File: src/rtl/share_splitter.sv
// Splits an unsigned total into num shares that differ by at most one and sum to total.
// The quotient and remainder come from an iterative restoring divider that yields one bit per cycle.
module share_splitter #(
  parameter int DATAWIDTH = 16
) (
  input  logic                 Clk,
  input  logic                 Rst,
  input  logic                 in_valid,
  output logic                 in_ready,
  input  logic [DATAWIDTH-1:0] total,
  input  logic [DATAWIDTH-1:0] num,
  output logic                 out_valid,
  input  logic                 out_ready,
  output logic [DATAWIDTH-1:0] share,
  output logic [DATAWIDTH-1:0] share_idx,
  output logic                 share_last,
  output logic                 err,
  output logic                 busy
);

  localparam int CW = $clog2(DATAWIDTH + 1);

  typedef enum logic [1:0] {IDLE, DIV, EMIT, ERR} state_t;

  state_t               state, state_nxt;
  logic [DATAWIDTH-1:0] num_r, dvd, rem, idx;
  logic [CW-1:0]        cnt;
  logic [DATAWIDTH:0]   rem_sh, rem_sub;
  logic                 ge, accept, xfer, last;
  logic [DATAWIDTH-1:0] share_raw;

  assign in_ready  = (state == IDLE);
  assign out_valid = (state == EMIT);
  assign err       = (state == ERR);
  assign busy      = (state != IDLE);
  assign accept    = in_valid && in_ready;
  assign xfer      = out_valid && out_ready;

  // One restoring step: shift the next dividend bit into the partial remainder.
  assign rem_sh  = {rem, dvd[DATAWIDTH-1]};
  assign ge      = (rem_sh >= {1'b0, num_r});
  assign rem_sub = rem_sh - {1'b0, num_r};

  // After the divide, dvd holds q and rem holds r; the first r shares carry the extra unit.
  assign share_raw = (idx < rem) ? dvd + DATAWIDTH'(1) : dvd;
  assign last      = (idx == num_r - DATAWIDTH'(1));

  assign share      = out_valid ? share_raw : '0;
  assign share_idx  = out_valid ? idx       : '0;
  assign share_last = out_valid && last;

  always_ff @(posedge Clk) begin
    if (Rst) state <= IDLE;
    else     state <= state_nxt;
  end

  always_comb begin
    state_nxt = state;
    unique case (state)
      IDLE: if (accept) state_nxt = (num == '0) ? ERR : DIV;
      DIV:  if (cnt == CW'(DATAWIDTH - 1)) state_nxt = EMIT;
      EMIT: if (xfer && last) state_nxt = IDLE;
      ERR:  state_nxt = IDLE;
      default: state_nxt = IDLE;
    endcase
  end

  always_ff @(posedge Clk) begin
    if (Rst) begin
      num_r <= '0;
      dvd   <= '0;
      rem   <= '0;
      idx   <= '0;
      cnt   <= '0;
    end else begin
      unique case (state)
        IDLE: if (accept) begin
          num_r <= num;
          dvd   <= total;
          rem   <= '0;
          idx   <= '0;
          cnt   <= '0;
        end
        DIV: begin
          dvd <= {dvd[DATAWIDTH-2:0], ge};
          rem <= ge ? rem_sub[DATAWIDTH-1:0] : rem_sh[DATAWIDTH-1:0];
          cnt <= cnt + CW'(1);
          idx <= '0;
        end
        EMIT: if (xfer) idx <= idx + DATAWIDTH'(1);
        default: ;
      endcase
    end
  end

endmodule

File: config.mk
export PLATFORM = sky130hd
export DESIGN_NAME = share_splitter
export DESIGN_NICKNAME = d
export VERILOG_FILES = /design/src/rtl/share_splitter.sv
export SDC_FILE = /design/constraint.sdc
export NUM_CORES = 1
export LEC_CHECK = 0
export ABC_CLOCK_PERIOD_IN_PS = 7100
export CAP_MARGIN = 20
export CELL_PAD_IN_SITES_DETAIL_PLACEMENT = 0
export CELL_PAD_IN_SITES_GLOBAL_PLACEMENT = 1
export CORE_UTILIZATION = 32
export DETAILED_ROUTE_END_ITERATION = 10
export PLACE_DENSITY = 0.62
export SLEW_MARGIN = 30
export SYNTH_ARGS = -nofsm -noshare
export SYNTH_HDL_FRONTEND = slang
export SYNTH_SLANG_ARGS = --single-unit
File: constraint.sdc
create_clock -name Clk -period 7.1 [get_ports Clk]
set_input_delay 1.42 -clock Clk [delete_from_list [all_inputs] [get_ports Clk]]
set_output_delay 1.42 -clock Clk [all_outputs]
set_load 0.05 [all_outputs]
# == After elaboration in Yosys (flattened, before gate mapping) ==
# Cells that the tools add are included.
# W data, S select, Z words.
# totals
regBits,71
inputBits,36
output_inout_bits,37
elab_cells,52
# op_classes
add_sub_neg,5
n_lt_le_gt_ge,2
n_eq_ne,9
muxes,17
reduce_logical,13
# op_table
cell,count
$mux W16,7
$pmux W16 S2,2
$pmux W16 S3,1
$add A16 B1 Y16 const B,2
$ge A17 B16 Y1,1
$eq A16 B16 Y1,1
$logic_not A16 Y1,1
$lt A16 B16 Y1,1
$sub A16 B1 Y16 const B,1
$sub A16 B16 Y16,1
$pmux W5 S2,1
$mux W2,4
$pmux W2 S4,1
$ne A2 B1 Y1 const B,3
$reduce_and A3 Y1,2
$add A5 B1 Y5 const B,1
$eq A5 B4 Y1 const B,1
$mux W5,1
$eq A2 B2 Y1 const B,2
$logic_and A1 B1 Y1,4
$reduce_and A2 Y1,2
$reduce_bool A2 Y1,2
$reduce_bool A3 Y1,1
$eq A2 B1 Y1 const B,1
other kinds (2),2

# == Logic depth before layout (Yosys ltp) ==
# logic_depth
word_depth,5
depth_mapped,11
depth_no_buf,10

# == Worst setup path before layout ==
# Ideal clock, no wire load.
# synth_path
path_type,reg-to-output
start,register idx[9]
end,output port share[12]
t_arrival_ns,2.899
required_time_ns,5.680
slack_ns,2.781
path_stages_with_launch,9
path_buffers,0
cell_sequence,dfxtp_1 -> ha_1 -> a21oi_2 -> nor2_1 -> a2111oi_4 -> o31ai_4 -> or3b_4 -> or3_1 -> a21oi_1
# synth_via
elab_chain_len,3
# synth_lines
item,line_no,source
"start, declared",26,"logic [DATAWIDTH-1:0] num_r, dvd, rem, idx;"
"start signal, assigned",90,EMIT: if (xfer) idx <= idx + DATAWIDTH'(1);
$lt A16 B16 Y1,45,assign share_raw = (idx < rem) ? dvd + DATAWIDTH'(1) : dvd;
$mux W16,45,
$mux W16,48,assign share = out_valid ? share_raw : '0;
"end, declared",14,"output logic [DATAWIDTH-1:0] share,"
# No other way between the ends.

# == Final worst setup path ==
# Same ends and word-level chain as after synthesis.

==> flow_summary.toml <==
[setup_path]
reg2reg_to = "rem[1]"
path_cells = "ha_1 > a21oi_2 > nor2_1 > a2111oi_4 > o31ai_4 > or3b_4 > or3_1 > a21oi_1 > clkdlybuf4s50_1"
max_stage_delay_ns = 0.84
cp_data_arrival_time_ns = 3.62
worst_setup_path_start_kind = "register"
critical-path-top-delay-family = "simple AND/OR/NAND/NOR gates"
cp-end-kind = "output port"
path_class = "reg -> out"
reg2reg_slack_ns = 4.11
worst_path_max_delay_cell = "clkdlybuf4s50_1"
critPathMaxFanout = 9
r2r_start = "num_r[4]"
cp_num_buf_inv = 1
ff2ff_path_depth = 9
required_ns = 5.68

[logic_synthesis]
synth_nets = 770
synth_seq_area_share_pct = 26.9
synth_edf_count = 0
ys_ff_latch = 71
synth-main-ff-cell = "dfxtp_1"
synth_cell_types = 69
yosys_warnings = 0
async_flop_share_pct = 0
syn-mean-instance-area_um2 = 7.58
synth_cells = 697
synth_area_um2 = 5290

[sta]
post-route-period-util_pct = 71.0
rsz0062_at_grt = "false"
fin_crit_ns = 5.04
worst_pin_slew_ns = 0.791
fmax_mhz = 198
layout_setup_ws_ns = 2.06
fin_tns_setup_ns = 0
hold_violations = 0
clock-skew-final_ns = 0.0110
slew_violations = 0
timing.slew.headroom_pct = 47.3
setup_viol = 0

[cts]
root_buffer = "clkbuf_16"
tritoncts = "done"
path_clk_slew_ns = 0.06
cts.sinks = 71
clock_latency_ns = 0.34
cts_buffer_depth = 2
numCtsBuffers = 9
cts_setup_buffers = 0
cts_resized = 0
htree_levels = 3
hold_buffers = 0

[finish]
final_common_cell = "nand2_1"
utilization_pct = 40.4
fillers = 1692
syn2layout_area_growth_pct = 22.3
finalNonFillerCells = 972
antenna_cells = 0
drive_gt1_share_pct = 6.22
nets = 825
multi_input_area_um2 = 3550
seqCellArea_um2 = 1420
mostFrequentLayoutCells = "102 x nand2_1, 76 x nor2_1, 72 x clkdlybuf4s50_1"

[hold_path]
whs_path_depth = 2
hp-start = "cnt[1]"
hold_path_class = "reg -> reg"
whs_endpoint = "cnt[1]"

[floorplanning]
start_util_pct = 33.0
std_cell_rows = 46
die_w_um = 131
core_um2 = 16000
dieArea_um2 = 17000
die_h_um = 131
ios = 73

[power]
p_int_mw = 1.16
power.density_nw_per_um2 = 316
switching_power_uw = 884
peakVddDrop_uv = 279
p_comb_share_pct = 54.0
seqPwrFrac_pct = 23.9
clock_power_share_pct = 22.1
leakage_nw = 2.47
p_sw_share_pct = 43.3

[route]
drc = 0
wl_per_cell_um = 17.1
dr_total_vias = 5065
dr.pass1.iters = 4
drt_iter0_drc = 204
drtAntennaViolNets = 0
wl_um = 16600
avgViaCountPerCell = 5.21

[place]
port_buffers = 72
dp.cells = 957
hpwl_um = 12800
gp_congestion = 0.874
pre_cts_ws_ns = 2.44

[global_route]
grt_max_degree = 46
grt_pass1_vias = 4895
grt_pass1_wl_um = 26500
overflow = 0
antenna_found_initial = 0
track_usage_pct = 20.6

[job]
maxCapViolations = 0

[run_status]
status = "finished, final reports clean"
## power groups by stage
stage | Clock (mW) | Combinational [mW] | Sequential [mW]
after floorplan | 0 | 0.879 | 0.480
after global placement | 0 | 1.09 | 0.495
after detailed placement | 0 | 1.09 | 0.498
after CTS | 0.459 | 1.10 | 0.489
after global routing | 0.477 | 1.21 | 0.496
final | 0.450 | 1.10 | 0.489
## how the worst max path moves through the flow
| stage | from | end | slack [ns] | cells after the start |
|---|---|---|---|---|
| after detailed placement | idx[9] | share[14] | 2.44 | 9 |
| final | idx[9] | share[12] | 2.06 | 9 |
| after global routing | idx[2] | share[12] | 1.89 | 9 |
| after floorplan | idx[9] | share[12] | 2.78 | 8 |
| after global placement | state[1] | share_last | 2.45 | 7 |
| after CTS | idx[9] | share[12] | 2.05 | 9 |
## flip-flops by register name, indices dropped and copies added (netlist names)
name and cells:
cnt 5, state 2, num_r 16, dvd 16, rem 16, idx 16
## metrics by stage
stage	instance area [um^2]	total power, mW	hold WS [ns]
floorplan	5290	1.36	0.463
global placement	6180	1.59	0.483
detailed placement	6180	1.59	0.493
CTS	6460	2.05	0.505
global route	6460	2.19	0.538
finish	6460	2.04	0.506
## synth_stat cells (16+ instances only)
library cell | count | area [um^2]
a21oi_1 | 45 | 225
ha_1 | 36 | 450
and2_1 | 16 | 100
xor2_1 | 24 | 210
a311oi_1 | 17 | 149
nand4_1 | 17 | 106
nand2_1 | 102 | 383
clkbuf_1 | 25 | 93.8
nand3_1 | 23 | 115
dfxtp_1 | 71 | 1420
inv_1 | 46 | 173
nor2_1 | 77 | 289
xnor2_1 | 30 | 263
## metal layers
layer,track usage [%],share of wire (%)
met1,27.1,47
met2,33.7,47
met3,3.62,3.7
met4,7.23,2.0
met5,0,0
## worst min-delay path, delay by kind of cell, from the launching register on
| kind | cells | cell delay [ns] |
|---|---|---|
| AOI/OAI and AO/OA | 1 | 0.06 |
| DFF | 1 | 0.33 |
| and+or+nand+nor | 1 | 0.07 |
## kinds of logic (layout without fill, tap and decap cells)
group | after synthesis | count (layout) | share of synthesized area [%]
multiplexers | 17 | 17 | 3.29
buffers and inverters | 80 | 139 | 5.99
flip-flops | 71 | 71 | 26.9
AND/OR/NAND/NOR | 299 | 299 | 27.4
adder cells (fa/ha/maj) | 37 | 37 | 8.90
AO/OA/AOI/OAI | 139 | 139 | 18.6
XOR/XNOR | 54 | 54 | 8.95
## cell type report
| type | instances | area share [%] |
|---|---|---|
| clock buffer | 9 | 3.48 |
| clock inverter | 6 | 0.968 |
| inverter | 47 | 2.73 |
| multi-input combinational | 546 | 54.9 |
| sequential | 71 | 22.0 |
| tap | 216 | 4.18 |
| timing repair buffer | 77 | 11.7 |
(Power assumes the default switching activity.)
